## src/rtl/mips_ctrl_pkg.sv

```systemverilog
// Shared definitions for the multicycle MIPS control unit: state codes,
// opcodes, datapath mux encodings and the bundled control-word type.
// The ORI_ZERO_EXT_EN macro adds ORI (zero-extended immediate) to the dispatch.
package mips_ctrl_pkg;

  localparam int OP_W = 6;

  typedef enum logic [3:0] {
    S_FETCH   = 4'd0,
    S_DECODE  = 4'd1,
    S_MEMADR  = 4'd2,
    S_MEMRD   = 4'd3,
    S_MEMWB   = 4'd4,
    S_MEMWR   = 4'd5,
    S_EXECUTE = 4'd6,
    S_ALUWB   = 4'd7,
    S_BRANCH  = 4'd8,
    S_IMMEX   = 4'd9,
    S_IMMWB   = 4'd10,
    S_JUMP    = 4'd11
  } state_t;

  localparam logic [OP_W-1:0] OP_RTYPE = 6'h00;
  localparam logic [OP_W-1:0] OP_J     = 6'h02;
  localparam logic [OP_W-1:0] OP_BEQ   = 6'h04;
  localparam logic [OP_W-1:0] OP_ADDI  = 6'h08;
  localparam logic [OP_W-1:0] OP_ORI   = 6'h0D;
  localparam logic [OP_W-1:0] OP_LW    = 6'h23;
  localparam logic [OP_W-1:0] OP_SW    = 6'h2B;

  // ALU B operand select
  localparam logic [1:0] SRCB_REG    = 2'b00;
  localparam logic [1:0] SRCB_FOUR   = 2'b01;
  localparam logic [1:0] SRCB_IMM    = 2'b10;
  localparam logic [1:0] SRCB_IMM_SH = 2'b11;

  // ALU operation class
  localparam logic [1:0] ALUOP_ADD   = 2'b00;
  localparam logic [1:0] ALUOP_SUB   = 2'b01;
  localparam logic [1:0] ALUOP_FUNCT = 2'b10;
  localparam logic [1:0] ALUOP_OR    = 2'b11;

  // next-PC source
  localparam logic [1:0] PCSRC_ALU    = 2'b00;
  localparam logic [1:0] PCSRC_ALUOUT = 2'b01;
  localparam logic [1:0] PCSRC_JUMP   = 2'b10;

  typedef struct packed {
    logic       iord;
    logic       mem_write;
    logic       ir_write;
    logic       reg_dst;
    logic       mem_to_reg;
    logic       reg_write;
    logic       alu_src_a;
    logic       branch;
    logic       pc_write;
    logic       ext_op;
    logic       illegal_op;
    logic [1:0] alu_src_b;
    logic [1:0] alu_op;
    logic [1:0] pc_src;
  } ctrl_t;

  // Quiescent control word: nothing written, sign-extension selected.
  localparam ctrl_t CTRL_IDLE = '{
    iord:       1'b0,
    mem_write:  1'b0,
    ir_write:   1'b0,
    reg_dst:    1'b0,
    mem_to_reg: 1'b0,
    reg_write:  1'b0,
    alu_src_a:  1'b0,
    branch:     1'b0,
    pc_write:   1'b0,
    ext_op:     1'b1,
    illegal_op: 1'b0,
    alu_src_b:  SRCB_REG,
    alu_op:     ALUOP_ADD,
    pc_src:     PCSRC_ALU
  };

  // State entered from DECODE; FETCH means the opcode is not supported.
  function automatic state_t dispatch_state(input logic [OP_W-1:0] op);
    state_t s;
    case (op)
      OP_LW, OP_SW: s = S_MEMADR;
      OP_RTYPE:     s = S_EXECUTE;
      OP_BEQ:       s = S_BRANCH;
      OP_ADDI:      s = S_IMMEX;
      OP_J:         s = S_JUMP;
`ifdef ORI_ZERO_EXT_EN
      OP_ORI:       s = S_IMMEX;
`endif
      default:      s = S_FETCH;
    endcase
    return s;
  endfunction

  function automatic logic opcode_legal(input logic [OP_W-1:0] op);
    return dispatch_state(op) != S_FETCH;
  endfunction

endpackage

```

## src/rtl/multicycle_control_unit_if.sv

```systemverilog
// Control-unit <-> datapath bundle. master = control unit, slave = datapath.
interface multicycle_control_unit_if #(
  parameter int OPCODE_WIDTH = 6,
  parameter int STATE_WIDTH  = 4
);

  logic [OPCODE_WIDTH-1:0] Opcode;
  logic                    Zero;
  logic                    Mem_Ready;

  logic                    IorD;
  logic                    MemWrite;
  logic                    IRWrite;
  logic                    RegDst;
  logic                    MemtoReg;
  logic                    RegWrite;
  logic                    ALUSrcA;
  logic                    Branch;
  logic                    PCWrite;
  logic                    PCEn;
  logic                    ExtOp;
  logic                    Illegal_Op;
  logic [1:0]              ALUSrcB;
  logic [1:0]              ALUOp;
  logic [1:0]              PCSrc;
  logic [STATE_WIDTH-1:0]  State_Out;

  modport master (
    input  Opcode, Zero, Mem_Ready,
    output IorD, MemWrite, IRWrite, RegDst, MemtoReg, RegWrite, ALUSrcA,
           Branch, PCWrite, PCEn, ExtOp, Illegal_Op, ALUSrcB, ALUOp, PCSrc,
           State_Out
  );

  modport slave (
    output Opcode, Zero, Mem_Ready,
    input  IorD, MemWrite, IRWrite, RegDst, MemtoReg, RegWrite, ALUSrcA,
           Branch, PCWrite, PCEn, ExtOp, Illegal_Op, ALUSrcB, ALUOp, PCSrc,
           State_Out
  );

endinterface

```

## src/rtl/multicycle_control_unit_decoder.sv

```systemverilog
// control_output_decoder: pure combinational map from the current state
// (plus Mem_Ready and opcode) to the datapath control word.
// With ORI_ZERO_EXT_EN defined, IMMEX for ORI selects zero-extension and OR.
module control_output_decoder
  import mips_ctrl_pkg::*;
(
  input  state_t          state,
  input  logic            mem_ready,
  input  logic [OP_W-1:0] opcode,
  output ctrl_t           ctrl
);

  // per-state control word; unused codes fall through to the idle word
  always_comb begin
    ctrl = CTRL_IDLE;
    case (state)
      S_FETCH: begin
        ctrl.alu_src_b = SRCB_FOUR;
        // IR and PC only latch once the instruction word has arrived
        ctrl.ir_write  = mem_ready;
        ctrl.pc_write  = mem_ready;
      end
      S_DECODE: begin
        ctrl.alu_src_b  = SRCB_IMM_SH;
        ctrl.illegal_op = !opcode_legal(opcode);
      end
      S_MEMADR: begin
        ctrl.alu_src_a = 1'b1;
        ctrl.alu_src_b = SRCB_IMM;
      end
      S_MEMRD: begin
        ctrl.iord = 1'b1;
      end
      S_MEMWB: begin
        ctrl.mem_to_reg = 1'b1;
        ctrl.reg_write  = 1'b1;
      end
      S_MEMWR: begin
        ctrl.iord      = 1'b1;
        ctrl.mem_write = 1'b1;
      end
      S_EXECUTE: begin
        ctrl.alu_src_a = 1'b1;
        ctrl.alu_op    = ALUOP_FUNCT;
      end
      S_ALUWB: begin
        ctrl.reg_dst   = 1'b1;
        ctrl.reg_write = 1'b1;
      end
      S_BRANCH: begin
        ctrl.alu_src_a = 1'b1;
        ctrl.alu_op    = ALUOP_SUB;
        ctrl.pc_src    = PCSRC_ALUOUT;
        ctrl.branch    = 1'b1;
      end
      S_IMMEX: begin
        ctrl.alu_src_a = 1'b1;
        ctrl.alu_src_b = SRCB_IMM;
`ifdef ORI_ZERO_EXT_EN
        // opcode is stable here: the IR is only written in FETCH
        if (opcode == OP_ORI) begin
          ctrl.ext_op = 1'b0;
          ctrl.alu_op = ALUOP_OR;
        end
`endif
      end
      S_IMMWB: begin
        ctrl.reg_write = 1'b1;
      end
      S_JUMP: begin
        ctrl.pc_src   = PCSRC_JUMP;
        ctrl.pc_write = 1'b1;
      end
      default: ctrl = CTRL_IDLE;
    endcase
  end

endmodule

```

## src/rtl/multicycle_control_unit.sv

```systemverilog
// Multicycle MIPS control unit: Moore FSM sequencing fetch, decode and the
// per-instruction execute/memory/writeback steps.
// Optional ORI_ZERO_EXT_EN macro enables ORI through the IMMEX/IMMWB path.
//
// state   | meaning
// --------+-----------------------------------------------
// FETCH   | read instruction, PC+4; waits for Mem_Ready
// DECODE  | register read, branch target; dispatch on opcode
// MEMADR  | compute load/store address
// MEMRD   | load data read; waits for Mem_Ready
// MEMWB   | write loaded data to register file
// MEMWR   | store data write; waits for Mem_Ready
// EXECUTE | R-type ALU operation
// ALUWB   | write R-type result (rd)
// BRANCH  | BEQ compare, conditional PC update
// IMMEX   | immediate ALU operation (ADDI, ORI)
// IMMWB   | write immediate result (rt)
// JUMP    | unconditional PC update
module multicycle_control_unit
  import mips_ctrl_pkg::*;
#(
  parameter int OPCODE_WIDTH = 6,
  parameter int STATE_WIDTH  = 4
) (
  input  logic                      CLK,
  input  logic                      RST,
  multicycle_control_unit_if.master bus
);

  state_t                  state_q;
  state_t                  state_d;
  logic [OPCODE_WIDTH-1:0] opcode_in;
  logic [OP_W-1:0]         opcode_w;
  ctrl_t                   ctrl_raw;
  ctrl_t                   ctrl_out;
  logic [STATE_WIDTH-1:0]  state_out;

  assign opcode_in = bus.Opcode;
  assign opcode_w  = OP_W'(opcode_in);

  // state register; reset is synchronous and may abort any instruction
  always_ff @(posedge CLK) begin
    if (!RST) state_q <= S_FETCH;
    else      state_q <= state_d;
  end

  // next-state logic
  always_comb begin
    state_d = state_q;
    case (state_q)
      S_FETCH:   if (bus.Mem_Ready) state_d = S_DECODE;
      S_DECODE:  state_d = dispatch_state(opcode_w);
      S_MEMADR:  state_d = (opcode_w == OP_LW) ? S_MEMRD : S_MEMWR;
      S_MEMRD:   if (bus.Mem_Ready) state_d = S_MEMWB;
      S_MEMWR:   if (bus.Mem_Ready) state_d = S_FETCH;
      S_EXECUTE: state_d = S_ALUWB;
      S_IMMEX:   state_d = S_IMMWB;
      S_MEMWB, S_ALUWB, S_BRANCH, S_IMMWB, S_JUMP: state_d = S_FETCH;
      default:   state_d = S_FETCH;
    endcase
  end

  control_output_decoder u_decoder (
    .state     (state_q),
    .mem_ready (bus.Mem_Ready),
    .opcode    (opcode_w),
    .ctrl      (ctrl_raw)
  );

  // outputs, held quiescent while reset is asserted even before the edge
  always_comb begin
    ctrl_out  = ctrl_raw;
    state_out = STATE_WIDTH'(state_q);
    if (!RST) begin
      ctrl_out  = CTRL_IDLE;
      state_out = '0;
    end
  end

  assign bus.IorD       = ctrl_out.iord;
  assign bus.MemWrite   = ctrl_out.mem_write;
  assign bus.IRWrite    = ctrl_out.ir_write;
  assign bus.RegDst     = ctrl_out.reg_dst;
  assign bus.MemtoReg   = ctrl_out.mem_to_reg;
  assign bus.RegWrite   = ctrl_out.reg_write;
  assign bus.ALUSrcA    = ctrl_out.alu_src_a;
  assign bus.Branch     = ctrl_out.branch;
  assign bus.PCWrite    = ctrl_out.pc_write;
  assign bus.ExtOp      = ctrl_out.ext_op;
  assign bus.Illegal_Op = ctrl_out.illegal_op;
  assign bus.ALUSrcB    = ctrl_out.alu_src_b;
  assign bus.ALUOp      = ctrl_out.alu_op;
  assign bus.PCSrc      = ctrl_out.pc_src;
  assign bus.State_Out  = state_out;
  assign bus.PCEn       = ctrl_out.pc_write | (ctrl_out.branch & bus.Zero);

endmodule

```

## src/flat_wrapper.sv

```systemverilog
// flat-port wrapper written by rule: the top's interface ports become plain ports
module multicycle_control_unit_flat import mips_ctrl_pkg::*;
#(
  parameter int OPCODE_WIDTH = 6,
  parameter int STATE_WIDTH  = 4
)
  (CLK, RST, bus_Opcode, bus_Zero, bus_Mem_Ready, bus_IorD, bus_MemWrite, bus_IRWrite, bus_RegDst, bus_MemtoReg, bus_RegWrite, bus_ALUSrcA, bus_Branch, bus_PCWrite, bus_PCEn, bus_ExtOp, bus_Illegal_Op, bus_ALUSrcB, bus_ALUOp, bus_PCSrc, bus_State_Out);
  multicycle_control_unit_if #(.OPCODE_WIDTH(OPCODE_WIDTH), .STATE_WIDTH(STATE_WIDTH)) bus_i ();
  input  logic CLK;
  input  logic RST;
  input wire logic [$bits(bus_i.Opcode)-1:0] bus_Opcode;
  input wire logic [$bits(bus_i.Zero)-1:0] bus_Zero;
  input wire logic [$bits(bus_i.Mem_Ready)-1:0] bus_Mem_Ready;
  output wire logic [$bits(bus_i.IorD)-1:0] bus_IorD;
  output wire logic [$bits(bus_i.MemWrite)-1:0] bus_MemWrite;
  output wire logic [$bits(bus_i.IRWrite)-1:0] bus_IRWrite;
  output wire logic [$bits(bus_i.RegDst)-1:0] bus_RegDst;
  output wire logic [$bits(bus_i.MemtoReg)-1:0] bus_MemtoReg;
  output wire logic [$bits(bus_i.RegWrite)-1:0] bus_RegWrite;
  output wire logic [$bits(bus_i.ALUSrcA)-1:0] bus_ALUSrcA;
  output wire logic [$bits(bus_i.Branch)-1:0] bus_Branch;
  output wire logic [$bits(bus_i.PCWrite)-1:0] bus_PCWrite;
  output wire logic [$bits(bus_i.PCEn)-1:0] bus_PCEn;
  output wire logic [$bits(bus_i.ExtOp)-1:0] bus_ExtOp;
  output wire logic [$bits(bus_i.Illegal_Op)-1:0] bus_Illegal_Op;
  output wire logic [$bits(bus_i.ALUSrcB)-1:0] bus_ALUSrcB;
  output wire logic [$bits(bus_i.ALUOp)-1:0] bus_ALUOp;
  output wire logic [$bits(bus_i.PCSrc)-1:0] bus_PCSrc;
  output wire logic [$bits(bus_i.State_Out)-1:0] bus_State_Out;
  assign bus_i.Opcode = bus_Opcode;
  assign bus_i.Zero = bus_Zero;
  assign bus_i.Mem_Ready = bus_Mem_Ready;
  assign bus_IorD = bus_i.IorD;
  assign bus_MemWrite = bus_i.MemWrite;
  assign bus_IRWrite = bus_i.IRWrite;
  assign bus_RegDst = bus_i.RegDst;
  assign bus_MemtoReg = bus_i.MemtoReg;
  assign bus_RegWrite = bus_i.RegWrite;
  assign bus_ALUSrcA = bus_i.ALUSrcA;
  assign bus_Branch = bus_i.Branch;
  assign bus_PCWrite = bus_i.PCWrite;
  assign bus_PCEn = bus_i.PCEn;
  assign bus_ExtOp = bus_i.ExtOp;
  assign bus_Illegal_Op = bus_i.Illegal_Op;
  assign bus_ALUSrcB = bus_i.ALUSrcB;
  assign bus_ALUOp = bus_i.ALUOp;
  assign bus_PCSrc = bus_i.PCSrc;
  assign bus_State_Out = bus_i.State_Out;
  multicycle_control_unit #(.OPCODE_WIDTH(OPCODE_WIDTH), .STATE_WIDTH(STATE_WIDTH)) u_core (.CLK(CLK), .RST(RST), .bus(bus_i));
endmodule
```

## config.mk

```make
export PLATFORM = sky130hd
export DESIGN_NAME = multicycle_control_unit_flat
export DESIGN_NICKNAME = d
export VERILOG_FILES = /design/src/rtl/mips_ctrl_pkg.sv /design/src/rtl/multicycle_control_unit_if.sv /design/src/rtl/multicycle_control_unit_decoder.sv /design/src/rtl/multicycle_control_unit.sv /design/src/flat_wrapper.sv
export SDC_FILE = /design/constraint.sdc
export NUM_CORES = 1
export LEC_CHECK = 0
export ABC_CLOCK_PERIOD_IN_PS = 2200
export CAP_MARGIN = 15
export CORE_MARGIN = 3
export CORE_UTILIZATION = 37
export DETAILED_ROUTE_END_ITERATION = 16
export GPL_TIMING_DRIVEN = 0
export PLACE_DENSITY = 0.78
export SYNTH_ARGS = -nofsm -noshare
export SYNTH_HDL_FRONTEND = slang
export SYNTH_SLANG_ARGS = --single-unit
```

## constraint.sdc

```tcl
create_clock -name CLK -period 2.2 [get_ports CLK]
set_clock_uncertainty 0.2 [all_clocks]
set_input_delay 0.44 -clock CLK [delete_from_list [all_inputs] [get_ports CLK]]
set_output_delay 0.44 -clock CLK [all_outputs]
set_load 0.05 [all_outputs]
```

# == Word-level counts from Yosys, hierarchy flattened ==
# Index checks and enable logic that the tools add are counted.
# totals
word_cells,54
output_inout_bits,22
n_memories,0
in_bits,10
ff_bits,4
mem_bits_ro,0
latch_bits,0
ramBits,0
# classes
magnitude_cmp,0
n_eq_ne,19
mux,22
n_shift,0
mul,0
n_addsub,0
bitwise_logic,2
reduce_logical,10
n_div,0
# ops
op,count
$pmux W4 S7,1
$mux W4,5
$pmux W4 S5,1
$mux W17,1
$eq A4 B3 Y1 const B,4
$eq A4 B4 Y1 const B,4
$eq A6 B6 Y1 const B,2
$mux W1,9
$eq A4 B2 Y1 const B,2
$pmux W2 S2,2
$eq A6 B2 Y1 const B,1
$eq A6 B3 Y1 const B,1
$eq A6 B4 Y1 const B,1
$logic_not A6 Y1,1
$ne A2 B2 Y1 const B,3
$pmux W2 S3,1
$reduce_or A2 Y1,3
$eq A4 B1 Y1 const B,1
$logic_not A4 Y1,1
$reduce_bool A4 Y1,1
$reduce_or A4 Y1,1
$mux W3,1
$reduce_and A3 Y1,1
$reduce_or A3 Y1,1
4 further kinds,4

# == Longest topological paths before layout ==
# Gate-level depths: netlist of the first run.
# depth
word_depth,10
depth_mapped,5

# == Cells and area by module ==
# From an unflattened synthesis of the first run, not the netlist that was laid out.
# hier_totals
hier_cells,110
hier_area_um2,760.7
# by_module_without_submodules
module,cells_each,area_per_inst_um2,seq_area_each_um2,instances
multicycle_control_unit,72,511.7,80.1,1
control_output_decoder,38,249.0,0.0,1

# == Worst setup path before layout of the first run ==
# Ideal clock, no wire load.
# synth_path
path_type,reg-to-output
startpoint,register u_core.state_q[3]
endpoint,output bus_PCEn
path_slack_ps,-722
t_arrival_ps,2282
stages_incl_launch_ff,5
n_path_buf,0
t_required_ps,1560
path_cell_list,dfxtp_1 > nor2b_1 > nand2_1 > nor3_1 > a21o_1
# synth_via
elab_chain_cells,5
# synth_rtl
element,line,text
start: declaration,multicycle_control_unit.sv:30,state_t state_q;
start signal: assignment,multicycle_control_unit.sv:44,else state_q <= state_d;
$eq A4 B4 Y1,multicycle_control_unit_decoder.sv:16,case (state)
$mux W1,multicycle_control_unit_decoder.sv:16,
$mux W17,multicycle_control_unit.sv:74,if (!RST) begin
via bus_Branch,flat_wrapper.sv:21,output wire logic [$bits(bus_i.Branch)-1:0] bus_Branch;
$and A1 B1 Y1,multicycle_control_unit.sv:95,assign bus.PCEn = ctrl_out.pc_write | (ctrl_out.branch & bus.Zero);
$or A1 B1 Y1,multicycle_control_unit.sv:95,
end: declaration,flat_wrapper.sv:23,output wire logic [$bits(bus_i.PCEn)-1:0] bus_PCEn;
# The timed path passes the listed nets, and every way through them passes these cells.

# == Worst setup path in the final report of the first run ==
# layout_path
startpoint,input bus_Opcode[3]
endpoint,output bus_Illegal_Op
# layout_via
elab_chain_cells,8
# layout_rtl
element,line,text
start: declaration,flat_wrapper.sv:11,input wire logic [$bits(bus_i.Opcode)-1:0] bus_Opcode;
$eq A6 B6 Y1,mips_ctrl_pkg.sv:86,case (op)
$reduce_or A2 Y1,mips_ctrl_pkg.sv:86,
$pmux W4 S5 (*),mips_ctrl_pkg.sv:86,
$mux W4 (*),multicycle_control_unit_decoder.sv:16,
$reduce_bool A4 Y1 (*),mips_ctrl_pkg.sv:101,return dispatch_state(op) != S_FETCH;
$logic_not A1 Y1 (*),multicycle_control_unit_decoder.sv:25,ctrl.illegal_op = !opcode_legal(opcode);
$mux W1 (*),multicycle_control_unit_decoder.sv:16,
$mux W17 (*),multicycle_control_unit.sv:74,
end: declaration,flat_wrapper.sv:25,output wire logic [$bits(bus_i.Illegal_Op)-1:0] bus_Illegal_Op;
# Mark *: on every way between the ends. The rest lies on a longest branch, timed or not. The select of a mux whose other input is x is not followed.

==> results.md, run 1 <==
- Biggest register: u_core.state_q
- Routability cong.: ~0.87
- Row cnt: 13
- CP max stage cell: clkdlybuf4s15_2
- Setup TNS: -0.03444 ns
- CTS Root Cell: clkbuf_4
- Post-synth top area share: 14.10%
- Antenna viol nets, final: 0
- Number of I/O port buffers: 30
- Synthesized flop and latch total: 4
- Worst Path Max Fanout: 6
- Total Wirelength: between 1500 and 2000 µm
- Die X: about 45 µm
- # DRC: 0
- CTS max path bufs: 2
- CP Data Arrival Time: ~1.6 ns
- Status: finished with violations
- First-pass GRT wire length: just over 3000 µm
- H-tree depth: 1
- TritonCTS sink count: 4
- Post-layout power: around 0.30 mW
- Worst endpoint required time: ~1.6 ns
- Core Area: 1366 µm²
- Power per cell area: roughly 310 nW/µm²
- Clock slew at reported path FFs: roughly 0.03 ns
- Peak VDD IR: ~0.00019 V
- Syn Area/Cell: 6.927 µm²
- Place WS: -1.096 ns
- Setup ws final: -0.03444 ns
- Multi-input gate area: between 500 and 600 µm²
- Fillers: ~120
- Failing checks: setup timing
- Die Height: about 45 µm
- Fmax: approximately 450 MHz
- Worst Path Buf+Inv: 3
- Dpl hpwl: about 1400 µm
- Syn Nets: 92
- Kind of critical path: in2out
- Slew Limit Fails: 0
- Post-layout min period: approximately 2.2 ns
- Clk pwr share: between 20 and 30%
- # diodes: 0
- Detailed Routing Iterations Pass 1: 4
- Final nets: 129
- Largest delay share family, worst path: buffers and inverters
- Total GRT Usage: 19.63%
- Sequential fraction of the synthesis area: between 10% and 20%
- CTS Buf Count: 3
- Routed length per instance: between 10 and 15 µm
- Boundary pin count: 32
- Crit share post-route: 101.6%
- Starting Density: about two fifths
- CTS tree: yes
- Initial antenna violation count: 0
- Area growth, synth to finish: 72.03%
- Reg area: ~80 µm²
- Hold Buf Count CTS: 0
- Comb power frac: between 40% and 50%
- Slowest stage delay, CP: approximately 0.24 ns
- RSZ-0062 raised after global routing: yes
- Via-per-instance ratio: about 5.6
- Clk_lat worst skew: approximately 0.24 ns
- Cells after Synth: slightly above 80
- Post-synth top area cell: dfxtp_1
- Layout cells sized above 1: 45.30%
- Hold Path Class: in2reg
- Max Cap Viol: 0
- Yosys cell types: 37
- Share of power burned in registers: ~26%
- Post-synthesis cell area: roughly 570 µm²
- Vias in the first global route: just over 700
- Top cells by area, synth: dfxtp_1, buf_6, nand2b_1
- Overflow left after global routing: 0
- Detailed-route via count: 740
- CP endpoint kind: output pin
- Leak: ~0.42 nW
- # setup viols final: 1
- Worst path cell trace: clkdlybuf4s15_2 -> xor2_2 -> o21ai_2 -> o41ai_2 -> buf_4 -> nor3_4 -> buf_6
- Switching share of power: a little under two fifths
- Largest net degree at the start of global routing: 11
- Starting DRT DRC Count: 19
- Biggest regs: u_core.state_q (4)
- Internal power: about 0.19 mW
- Area of the die: between 2000 and 2500 µm²
- Yosys synthesis warning count: 0
- Final Hold Vio Count: 0
- Max reg flops: 4
- Switch Pwr: 0.1165 mW
- Crit start category: input pin
[through the flow]
step	hold slack [ns]	std cells	instance area, µm²	util, %
after floorplan	0.4035	82	611.8	-
after global placement	0.5029	127	930.9	68.13
after global routing	0.4088	132	977.2	71.52
after CTS	0.4759	132	982.2	71.89
final	0.3944	132	977.2	71.52
after detailed placement	0.5175	127	930.9	68.13
[power groups by stage]
stage	logic (mW)	registers, mW	clock network, mW
2_1_floorplan	0.0804	0.0783	0
6_report	0.137	0.0781	0.0889
5_1_grt	0.145	0.0784	0.0953
4_1_cts	0.131	0.0779	0.0886
3_3_place_gp	0.126	0.0790	0
3_5_place_dp	0.128	0.0790	0
[worst register-to-register path, cell delays in order, from the launching register on]
cell	delay (ns)
dfxtp_1	0.39
buf_6	0.18
nand2_1	0.12
or4_1	0.43
o211ai_1	0.10
[cell families (layout without fill, tap and decap cells)]
group / after synthesis / count (layout) / share of synthesized area, %
XOR/XNOR: 2 / 2 / 3.084
other: 1 / 1 / 0.6602
AND/OR/NAND/NOR: 45 / 45 / 45.15
flip-flops: 4 / 4 / 14.10
buffers and inverters: 12 / 47 / 14.54
AO/OA/AOI/OAI: 18 / 18 / 22.47
[synth_stat cells]
cell type and n:
o21ai_0 1, a21o_1 1, xnor2_1 1, xor2_1 1
conb_1 1, and3_1 2, o2bb2ai_1 1, dfxtp_1 4
nor4b_1 1, buf_4 2, nor2b_1 3, o41ai_1 1
o21ai_1 2, inv_1 4, o2bb2ai_2 1, nor4_1 1
nand3b_1 2, nand2b_1 6, a31oi_1 1, or3_1 2
nor3_1 5, a221o_1 1, nor2_1 6, or4_1 2
a221oi_1 1, inv_2 2, a21boi_1 1, buf_6 4
nand4_1 1, and2_1 5, a211oi_1 1, o211ai_1 1
a21oi_1 5, nand3_1 2, nor4bb_1 1, nand2_1 5
nor2_2 1
[metal layers]
layer	GRT usage, %	vias up	wire (µm)
li1	-	364	-
met1	21.58	349	767
met2	38.70	27	948
met3	1.992	0	144
met4	5.263	0	0
met5	0	-	0
[cells in the final DEF, fill, tap and decap left out, drive strengths merged, types with 2 or more instances in the layout]
| cell type | instances |
|---|---|
| dfxtp | 4 |
| and2 | 5 |
| nand2b | 6 |
| nand3b | 2 |
| nor2 | 7 |
| dlygate4sd2 | 4 |
| clkdlybuf4s15 | 7 |
| buf | 19 |
| or4 | 2 |
| nand2 | 5 |
| o21ai | 3 |
| inv | 6 |
| nor3 | 5 |
| a21oi | 5 |
| clkbuf | 8 |
| nand3 | 2 |
| or3 | 2 |
| nor2b | 3 |
| and3 | 2 |
| o2bb2ai | 2 |
[worst paths after layout]
path                                     to  slack (ns)  cells past startpoint                      startpoint
max                          bus_Illegal_Op       -0.03                      7                   bus_Opcode[3]
min          u_core.state_q[0]$_SDFFE_PN0P_        0.39                      3                   bus_Mem_Ready
max reg2reg  u_core.state_q[1]$_SDFFE_PN0P_        0.69                      4  u_core.state_q[0]$_SDFFE_PN0P_
min reg2reg  u_core.state_q[1]$_SDFFE_PN0P_        0.53                      3  u_core.state_q[3]$_SDFFE_PN0P_
[timing repair]
action	CTS	global route
endpoints found under the setup margin	21	11
buffers inserted	2	0
pin swaps	4	2
gates resized for setup	96	25
[final cells by class]
cell class,count,share of cell area [%]
plain buffers,6,6.146
clock buffers,3,2.305
inverters,6,2.305
multi-input cells,66,52.50
flip-flops and latches,4,8.195
well taps,15,1.921
repair buffers,32,26.63
Power figures use the tool's default switching activity.
==> inputs of run 2 (changes only) <==
--- a/config.mk
+++ b/config.mk
@@ -7,11 +7,11 @@
 export LEC_CHECK = 0
 export ABC_CLOCK_PERIOD_IN_PS = 2200
 export CAP_MARGIN = 15
-export CORE_MARGIN = 3
-export CORE_UTILIZATION = 37
+export CORE_AREA = 3 3 40 42
 export DETAILED_ROUTE_END_ITERATION = 16
+export DIE_AREA = 0 0 43 45
+export DONT_BUFFER_PORTS = 1
 export GPL_TIMING_DRIVEN = 0
-export PLACE_DENSITY = 0.78
 export SYNTH_ARGS = -nofsm -noshare
 export SYNTH_HDL_FRONTEND = slang
 export SYNTH_SLANG_ARGS = --single-unit
==> results.md, run 2 (synthesized netlist as in run 1, its figures left out) <==
- Area growth, synth to finish: 45.15%
- Biggest register: u_core.state_q
- First-pass GRT wire length: 2684 µm (-12%)
- Starting Density: 44.21% (+2.6 points)
- TritonCTS sink count: 4 (unchanged)
- Relative slew slack: 44.25%
- Clock slew at reported path FFs: 0.04 ns (about the same)
- Vias in the first global route: 617 (-14%)
- Routed length per instance: 17.05 µm (+21%)
- Slew Limit Fails: 0 (unchanged)
- Biggest regs: u_core.state_q (4)
- Die X: 43 µm (-4.8%)
- Most frequent cells in the layout: buf_6, nor3_4, inv_1
- Antenna viol nets, final: 0 (unchanged)
- CTS Buf Count: 3 (unchanged)
- Total Wirelength: 1739 µm (-6.5%)
- Crit start category: flop
- CTS Root Cell: clkbuf_4
- Worst endpoint required time: 1.56 ns (about the same)
- Status: finished with violations
- Hold EP: u_core.state_q[0]$_SDFFE_PN0P_
- Kind of critical path: reg2out
- Fillers: 109 (-9.9%)
- CP max stage cell: a21oi_4
- # diodes: 0 (unchanged)
- Max reg flops: 4 (unchanged)
- Row cnt: 13 (unchanged)
- Initial antenna violation count: 0 (unchanged)
- Total GRT Usage: 18.00% (-1.6 points)
- Crit share post-route: 106.5% (+4.9 points)
- CTS tree: yes
- Slew @ Worst Pin: about 0.83 ns
- Multi-input gate area: 583.1 µm² (+14%)
- Clk_lat worst skew: 0.24 ns (about the same)
- CP Data Arrival Time: 1.70 ns (+0.11 ns)
- Reg area: 86.33 µm² (+7.8%)
- Routability cong.: 0.8281 (-5.2%)
- # setup viols final: 2 (+1)
- Worst path cell trace: nand2b_4 -> or3_4 -> a21oi_4 -> a21o_4
- H-tree depth: 1 (unchanged)
- Largest delay share family, worst path: compound AO/OA/AOI/OAI gates
- Overflow left after global routing: 0 (unchanged)
- Failing checks: setup timing
- Slowest stage delay, CP: 0.40 ns (+0.16 ns)
- Worst Path Buf+Inv: 0 (-3)
- Post-layout min period: 2.342 ns (+0.1079 ns)
- Leak: 0.2855 nW (-32%)
- Setup ws final: -0.1423 ns (-0.1079 ns)
- Power per cell area: 335.8 nW/µm² (+8.1%)
- Boundary pin count: 32 (unchanged)
- Setup slack, reg-to-reg: 0.56 ns (-0.13 ns)
- Peak VDD IR: 0.0002036 V (+6.6%)
- Die Height: 45 µm (-0.40%)
- Final Hold Vio Count: 0 (unchanged)
- CTS max path bufs: 2 (unchanged)
- Layout cells sized above 1: 50.57% (+5.3 points)
- Starting DRT DRC Count: 10 (-9)
- Area of the die: 1935 µm² (-5.2%)
- Dpl hpwl: 1198 µm (-12%)
- Worst Path Max Fanout: 3 (-3)
- Hold Path Class: in2reg
- Hold Path Stages: 2 (-1)
- Final nets: 99 (-23%)
- Worst R2R End: u_core.state_q[0]$_SDFFE_PN0P_
- Fmax: 426.9 MHz (-4.6%)
- WHS: 0.1971 ns (-0.1974 ns)
- Worst R2R Start: u_core.state_q[1]$_SDFFE_PN0P_
- Most common cell after layout, fill and taps aside: buf_6
- Hold Startpoint: bus_Mem_Ready
- Largest net degree at the start of global routing: 11 (unchanged)
- R2r worst-path depth: 4 (unchanged)
- Max Cap Viol: 0 (unchanged)
- Core Area: 1285 µm² (-6.0%)
- CP endpoint kind: output pin
- Detailed Routing Iterations Pass 1: 4 (unchanged)
- Post-layout power: 0.2769 mW (-8.8%)
- Via-per-instance ratio: 6.225 (+11%)
- RSZ-0062 raised after global routing: yes
- # DRC: 0 (unchanged)
- Detailed-route via count: 635 (-14%)
- Hold Buf Count CTS: 0 (unchanged)
- Number of I/O port buffers: 0 (-100%)
-- run 2: final cells by class --
type	count	area share, %
Multi-Input combinational cell	66	70.71
Inverter	6	4.249
Sequential cell	4	10.47
Clock buffer	3	2.731
Tap cell	15	2.276
Timing Repair Buffer	2	1.821
Buffer	6	7.739
-- run 2: timing repair --
item | 4_1_cts | 5_1_grt
buffers inserted | 1 | 1
setup endpoints to repair | 16 | 8
pin swaps | 4 | 5
resized for setup | 28 | 13
-- run 2: per-layer routing --
| layer | up-vias | track usage, % | routed length [µm] |
|---|---|---|---|
| met4 | 0 | 10.24 | 28 |
| met3 | 4 | 3.984 | 142 |
| met2 | 29 | 29.64 | 904 |
| met5 | - | 0 | 0 |
| li1 | 301 | - | - |
| met1 | 301 | 21.74 | 664 |
-- run 2: worst max-delay path by stage --
stage	start	end	cells past startpoint
final	u_core.state_q[3]$_SDFFE_PN0P_	bus_PCEn	4
after floorplan	bus_Mem_Ready	bus_PCEn	4
after global placement	bus_Mem_Ready	bus_PCEn	4
after CTS	u_core.state_q[3]$_SDFFE_PN0P_	bus_PCEn	4
after detailed placement	bus_Mem_Ready	bus_PCEn	4
after global routing	u_core.state_q[3]$_SDFFE_PN0P_	bus_PCEn	4
-- run 2: worst register-to-register path, stage by stage (launching register included) --
cell and delay, ns:
dfxtp_1 0.42, buf_6 0.21, xnor2_1 0.12, nor3_4 0.48, o2bb2ai_2 0.15
-- run 2: metrics by stage --
step                setup TNS, ns  utilization [%]  instances  area [µm²]  setup WS [ns]
finish                    -0.1808            64.17        102       824.5        -0.1423
global route              -0.4020            64.17        102       824.5        -0.1905
CTS                       -0.2332            59.01        101       758.2        -0.1518
detailed placement        -0.4683            49.08         97       630.6        -0.2658
global placement          -0.4327            49.08         97       630.6        -0.2661
floorplan                 -0.2153                -         82       611.8        -0.2125
-- run 2: report_power, final --
group	total, mW	switching [mW]	internal [mW]	leakage [nW]
Combinational	0.109	0.0738	0.0357	0.238
Clock	0.0899	0.0289	0.0609	0.0138
Sequential	0.0776	0.00310	0.0745	0.0341
Total	0.277	0.106	0.171	0.285
